<file path="src/rtl/id_ex_stage.sv">
// ID/EX pipeline register with ALU-op decode, operand forwarding and load-use stall.
// Define ID_EX_FORWARDING_EN for EX/MEM and MEM/WB forwarding; otherwise dependent instructions stall.
module id_ex_stage #(
    parameter int WIDTH = 32,
    parameter int REGW  = 5
) (
    input  logic             clk,
    input  logic             reset,
    input  logic             hold,
    input  logic             flush,
    input  logic             id_valid,
    input  logic [WIDTH-1:0] id_rs_data,
    input  logic [WIDTH-1:0] id_rt_data,
    input  logic [WIDTH-1:0] id_imm,
    input  logic [REGW-1:0]  id_rs,
    input  logic [REGW-1:0]  id_rt,
    input  logic [REGW-1:0]  id_rd,
    input  logic [1:0]       id_aluop,
    input  logic [5:0]       id_funct,
    input  logic             id_alusrc,
    input  logic             id_regdst,
    input  logic             id_regwrite,
    input  logic             id_memread,
    input  logic             id_memwrite,
    input  logic             id_memtoreg,
    input  logic             exmem_regwrite,
    input  logic [REGW-1:0]  exmem_rd,
    input  logic [WIDTH-1:0] exmem_result,
    input  logic             memwb_regwrite,
    input  logic [REGW-1:0]  memwb_rd,
    input  logic [WIDTH-1:0] memwb_data,
    output logic             stall,
    output logic             ex_valid,
    output logic [3:0]       operation,
    output logic [WIDTH-1:0] data_a,
    output logic [WIDTH-1:0] data_b,
    output logic [WIDTH-1:0] ex_store_data,
    output logic [REGW-1:0]  ex_dest,
    output logic             ex_regwrite,
    output logic             ex_memread,
    output logic             ex_memwrite,
    output logic             ex_memtoreg
);

    localparam logic [3:0] OP_AND = 4'b0000;
    localparam logic [3:0] OP_OR  = 4'b0001;
    localparam logic [3:0] OP_ADD = 4'b0010;
    localparam logic [3:0] OP_SUB = 4'b0110;
    localparam logic [3:0] OP_SLT = 4'b0111;
    localparam logic [3:0] OP_NOR = 4'b1100;

    logic [WIDTH-1:0] ex_rs_data, ex_rt_data, ex_imm;
    logic [REGW-1:0]  ex_rs, ex_rt;
    logic             ex_alusrc;
    logic [3:0]       dec_op;
    logic [WIDTH-1:0] fwd_a, fwd_b;
    logic             load_use, dep_stall;

    always_comb begin
        dec_op = OP_ADD;
        case (id_aluop)
            2'b00: dec_op = OP_ADD;
            2'b01: dec_op = OP_SUB;
            2'b11: dec_op = OP_OR;
            default: begin
                case (id_funct)
                    6'b100000: dec_op = OP_ADD;
                    6'b100010: dec_op = OP_SUB;
                    6'b100100: dec_op = OP_AND;
                    6'b100101: dec_op = OP_OR;
                    6'b101010: dec_op = OP_SLT;
                    6'b100111: dec_op = OP_NOR;
                    default:   dec_op = OP_ADD;
                endcase
            end
        endcase
    end

    assign load_use = ex_valid & ex_memread & (ex_rt != '0)
                    & ((ex_rt == id_rs) | (ex_rt == id_rt)) & id_valid & ~flush;

`ifdef ID_EX_FORWARDING_EN
    // EX/MEM is the younger result, so it wins over MEM/WB; r0 is hardwired zero.
    always_comb begin
        fwd_a = ex_rs_data;
        if (exmem_regwrite && (exmem_rd != '0) && (exmem_rd == ex_rs))
            fwd_a = exmem_result;
        else if (memwb_regwrite && (memwb_rd != '0) && (memwb_rd == ex_rs))
            fwd_a = memwb_data;

        fwd_b = ex_rt_data;
        if (exmem_regwrite && (exmem_rd != '0) && (exmem_rd == ex_rt))
            fwd_b = exmem_result;
        else if (memwb_regwrite && (memwb_rd != '0) && (memwb_rd == ex_rt))
            fwd_b = memwb_data;
    end

    assign dep_stall = 1'b0;
`else
    logic rs_dep, rt_dep;
    logic unused_fwd;

    assign fwd_a = ex_rs_data;
    assign fwd_b = ex_rt_data;

    // MEM/WB is covered by the write-first register file, so only EX and EX/MEM block.
    assign rs_dep = (id_rs != '0) & ((ex_valid & ex_regwrite & (ex_dest == id_rs))
                  | (exmem_regwrite & (exmem_rd == id_rs)));
    assign rt_dep = (id_rt != '0) & ((ex_valid & ex_regwrite & (ex_dest == id_rt))
                  | (exmem_regwrite & (exmem_rd == id_rt)));
    assign dep_stall = id_valid & ~flush & (rs_dep | rt_dep);

    assign unused_fwd = ^{exmem_result, memwb_regwrite, memwb_rd, memwb_data, ex_rs};
`endif

    assign stall         = load_use | dep_stall;
    assign data_a        = fwd_a;
    assign data_b        = ex_alusrc ? ex_imm : fwd_b;
    assign ex_store_data = fwd_b;

    always_ff @(posedge clk or posedge reset) begin
        if (reset) begin
            ex_valid    <= 1'b0;
            operation   <= OP_ADD;
            ex_rs_data  <= '0;
            ex_rt_data  <= '0;
            ex_imm      <= '0;
            ex_rs       <= '0;
            ex_rt       <= '0;
            ex_dest     <= '0;
            ex_alusrc   <= 1'b0;
            ex_regwrite <= 1'b0;
            ex_memread  <= 1'b0;
            ex_memwrite <= 1'b0;
            ex_memtoreg <= 1'b0;
        end else if (!hold) begin
            if (flush || stall) begin
                ex_valid    <= 1'b0;
                operation   <= OP_ADD;
                ex_regwrite <= 1'b0;
                ex_memread  <= 1'b0;
                ex_memwrite <= 1'b0;
                ex_memtoreg <= 1'b0;
            end else begin
                ex_valid    <= id_valid;
                operation   <= dec_op;
                ex_rs_data  <= id_rs_data;
                ex_rt_data  <= id_rt_data;
                ex_imm      <= id_imm;
                ex_rs       <= id_rs;
                ex_rt       <= id_rt;
                ex_dest     <= id_regdst ? id_rd : id_rt;
                ex_alusrc   <= id_alusrc;
                ex_regwrite <= id_regwrite & id_valid;
                ex_memread  <= id_memread & id_valid;
                ex_memwrite <= id_memwrite & id_valid;
                ex_memtoreg <= id_memtoreg & id_valid;
            end
        end
    end

endmodule

</file>
<file path="config.mk">
export PLATFORM = sky130hd
export DESIGN_NAME = id_ex_stage
export DESIGN_NICKNAME = d
export VERILOG_FILES = /design/src/rtl/id_ex_stage.sv
export SDC_FILE = /design/constraint.sdc
export NUM_CORES = 1
export LEC_CHECK = 0
export ABC_AREA = 1
export CORE_UTILIZATION = 36
export CTS_CLUSTER_DIAMETER = 150
export DETAILED_ROUTE_END_ITERATION = 6
export MAX_ROUTING_LAYER = met4
export PLACE_DENSITY = 0.79
export SLEW_MARGIN = 10
export SYNTH_ARGS = -nofsm -noshare
export SYNTH_HDL_FRONTEND = slang
export SYNTH_SLANG_ARGS = --single-unit
</file>
<file path="constraint.sdc">
create_clock -name clk -period 3.6 [get_ports clk]
set_clock_uncertainty 0.1 [all_clocks]
set_input_delay 0.72 -clock clk [delete_from_list [all_inputs] [get_ports clk]]
set_output_delay 0.72 -clock clk [all_outputs]
set_load 0.005 [all_outputs]
</file>
==> reports/summary.json <==
{
  "drive_above_1_share_pct": 8.82,
  "worstHoldEndpoint": "ex_imm[29]$_DFFE_PP0P_",
  "nFillCells": 1425,
  "final-seq-area_um2": 2900,
  "drt-initial-drc-count": 306,
  "worstMarginPinSlew_ns": 0.695,
  "globalplace.congestion": 0.887,
  "post_synth.cell_area_avg_um2": 7.98,
  "maxSlewHeadroom_pct": 53.7,
  "p_comb_share_pct": 23.6,
  "critPathKind": "input pin to primary output",
  "route.final.wire_length_mm": 18.6,
  "critPathTopFamily": "buffers and inverters",
  "die_width_um": 131,
  "power.static_leakage_nw": 4.48,
  "r2r_cells": 13,
  "synth-edff-count": 0,
  "power_per_cell_area_nw_per_um2": 461,
  "cts_setup_buffers": 0,
  "worst_setup_path_end_kind": "primary output",
  "critical-path-slowest-cell": "sky130_fd_sc_hd__clkdlybuf4s50_1",
  "min-delay-start": "ex_imm[29]$_DFFE_PP0P_",
  "rows": 46,
  "cts_made_buffers": 17,
  "critical_path_arrival_ns": 2.63,
  "h_tree_depth_reported_by_cts": 4,
  "power_switching_mw": 1.12,
  "slowest_delay_ns": 0.63,
  "worst_r2r_startpoint": "ex_dest[3]$_DFFE_PP0P_",
  "run_status": "complete, no violations",
  "yosysTopAreaCell": "sky130_fd_sc_hd__dfrtp_1",
  "dpl_wire_length_mm": 12.4,
  "crit-reg2reg-capture": "data_a[0]$_DFFE_PP0P_",
  "layout.cells.most_common_list": "sky130_fd_sc_hd__nand2_1 (322), sky130_fd_sc_hd__clkdlybuf4s50_1 (246), sky130_fd_sc_hd__dfrtp_1 (115), sky130_fd_sc_hd__nand4_1 (113), sky130_fd_sc_hd__inv_1 (41)",
  "drv_cap": 0,
  "critical_path_required_ns": 2.78,
  "setup.reg_to_reg.worst_slack_ns": 1.40,
  "post_cts.resized_instances": 0,
  "firstDrtPassIters": 5,
  "clock_edge_transition_at_the_registers_on_the_reported_setup_and_hold_paths_ns": 0.05,
  "layout.cells.most_common": "sky130_fd_sc_hd__nand2_1",
  "seqPwrFrac_pct": 37.5,
  "fmax_mhz": 290,
  "synth-main-ff-cell": "sky130_fd_sc_hd__dfrtp_1",
  "netSwitchingFraction_pct": 26.4,
  "grt_pass1_wl_mm": 28.5,
  "hold_path_depth": 2,
  "height_of_the_die_um": 131,
  "critical_path.cell_chain": "clkdlybuf4s50_1 > inv_2 > nand2_1 > nand2_1 > nor2_1 > nand3_1 > nand2_1 > nand2_1 > nand2_1 > nand2_4 > nand2_1 > clkdlybuf4s50_1",
  "timing.critical_path.fanout_max": 6,
  "area_taken_by_multi_input_logic_gates_um2": 2610,
  "clk-insertion-delay-late_ns": 0.42,
  "clk_root_buffer_cell": "sky130_fd_sc_hd__clkbuf_16",
  "crit_path_frequent_cell": "sky130_fd_sc_hd__nand2_1",
  "final_net_count": 1179,
  "finalSetupViolations": 0,
  "timing.final.max_slew_violations": 0,
  "num_antenna_cells": 0,
  "yosysSeqAreaShare_pct": 48.7,
  "fraction_of_synthesized_cell_area_taken_by_the_top_area_cell_type_pct": 48.2,
  "cts_hold_repair.buffers": 0,
  "count_of_buffering_cells_on_the_critical_path_with_inverters_included": 3,
  "yosys_register_bits": 116,
  "syn_to_final_growth_pct": 53.7,
  "grt_max_degree": 117,
  "setup-tns-final_ns": 0,
  "share_of_the_core_filled_with_cells_pct": 57.1,
  "groute.usage.overall_pct": 22.3,
  "cts_tree": "built",
  "synth.yosys.warnings": 0,
  "route.vias.total": 6000,
  "rsz0062_at_grt": "false",
  "synth.lib_cells_used.distinct": 20,
  "area_of_the_die_um2": 17100,
  "syn_nets": 954,
  "power_frac_clock_pct": 38.9,
  "numPortBuffers": 246,
  "grt_remaining_overflow": 0,
  "synth_area_leaders": "sky130_fd_sc_hd__dfrtp_1 (48%), sky130_fd_sc_hd__nand2_1 (20%), sky130_fd_sc_hd__nand4_1 (12%), sky130_fd_sc_hd__mux2_2 (6.0%), sky130_fd_sc_hd__inv_1 (2.6%)",
  "number_of_antenna_violations_at_the_first_check_in_global_routing": 0,
  "mapped_cell_area_um2": 5970,
  "clock_tree.buffer_depth": 2,
  "timing.critical_path.from_type": "input pin",
  "p_int_mw": 3.11,
  "detail-route-antenna-nets": 0,
  "route.detailed.vias_per_inst": 4.99,
  "cts.sink_count": 116,
  "period_share_pct": 95.9,
  "ioPinCount": 317,
  "grt_pass1_vias": 5606,
  "remaining_drc_errors": 0,
  "postSynthCellCount": 748,
  "async_reset_ff_share_pct": 100,
  "initial_standard_cell_utilization_of_the_core_pct": 37.2,
  "finalWorstPathRequiredPeriod_ns": 3.45,
  "detail_route.wl_per_cell_um": 15.5,
  "power.ir.vdd_worst_uv": 305,
  "hold_vio_cnt_final": 0,
  "design.core.area_um2": 16100,
  "holdCritPathClass": "flop to flop"
}
==> how the worst max path moves through the flow <==
stage | startpoint | endpoint | slack [ns] | cells past startpoint
2_1_floorplan | id_rt[0] | stall | 1.06 | 11
3_3_place_gp | id_rt[2] | stall | 0.15 | 12
3_5_place_dp | id_rt[2] | stall | 0.17 | 12
4_1_cts | id_rt[2] | stall | 0.15 | 12
5_1_grt | id_rt[1] | stall | 0.002 | 10
6_report | id_rt[2] | stall | 0.15 | 12
==> worst reg2reg max path, delay by kind of cell, from the launching register on <==
kind                   cells  cell delay [ns]
flip-flops                 1             0.44
AND/OR/NAND/NOR           10             0.91
buffers and inverters      3             0.68
==> per-stage QoR <==
| step | hold WS (ns) | setup slack [ns] | power, mW | cells | instance area [µm²] |
|---|---|---|---|---|---|
| finish | 0.367 | 0.149 | 4.23 | 1202 | 9170 |
| detailed placement | 0.355 | 0.165 | 2.61 | 1170 | 8590 |
| CTS | 0.370 | 0.153 | 4.28 | 1202 | 9170 |
| floorplan | 0.336 | 1.06 | 1.98 | 748 | 5970 |
| global placement | 0.350 | 0.149 | 2.59 | 1170 | 8590 |
| global route | 0.387 | 0.00223 | 4.45 | 1202 | 9170 |
==> per-layer routing <==
layer / GRT usage (%) / share of wire, %
met1: 28.4 / 44
met2: 34.5 / 47
met3: 5.62 / 7.7
met4: 7.51 / 1.2
met5: - / 0
==> cell type report <==
type | count | share of cell area, %
flip-flops and latches | 116 | 31.7
multi-input cells | 531 | 28.5
well taps | 216 | 2.95
inverters | 46 | 1.92
repair buffers | 261 | 28.6
clock buffers | 20 | 4.87
clock inverters | 12 | 1.43
==> kinds of logic after synthesis <==
family / synth area share [%]
simple gates: 35.5
flops: 48.7
buf+inv: 7.89
mux: 6.04
compound gates: 1.55
xor+xnor: 0.294
==> flip-flops by register name, indices dropped and copies added, names as in the netlist <==
name           cells
operation          4
ex_rt              5
ex_alusrc          1
ex_dest            5
ex_memtoreg        1
ex_memread         1
data_a            32
ex_valid           1
ex_imm            32
ex_memwrite        1
ex_regwrite        1
ex_store_data     32
==> synthesized netlist by cell type, types with 3 or more instances <==
| library cell | number |
|---|---|
| sky130_fd_sc_hd__clkbuf_1 | 8 |
| sky130_fd_sc_hd__inv_1 | 42 |
| sky130_fd_sc_hd__mux2_2 | 32 |
| sky130_fd_sc_hd__buf_6 | 7 |
| sky130_fd_sc_hd__dfrtp_1 | 115 |
| sky130_fd_sc_hd__nand4_1 | 113 |
| sky130_fd_sc_hd__nor2_1 | 28 |
| sky130_fd_sc_hd__o21bai_1 | 7 |
| sky130_fd_sc_hd__o21ai_0 | 6 |
| sky130_fd_sc_hd__nand3_1 | 13 |
| sky130_fd_sc_hd__buf_1 | 9 |
| sky130_fd_sc_hd__nor3_1 | 3 |
| sky130_fd_sc_hd__inv_2 | 4 |
| sky130_fd_sc_hd__nand2_1 | 323 |
| sky130_fd_sc_hd__buf_2 | 31 |
==> power by group through the flow <==
stage / Sequential (mW) / Combinational (mW) / Clock (mW)
6_report: 1.58 / 0.999 / 1.65
5_1_grt: 1.61 / 1.10 / 1.74
4_1_cts: 1.58 / 1.01 / 1.69
3_5_place_dp: 1.60 / 1.00 / 0
3_3_place_gp: 1.60 / 0.992 / 0
2_1_floorplan: 1.59 / 0.392 / 0
No activity file was read; power rests on OpenSTA's default activity.
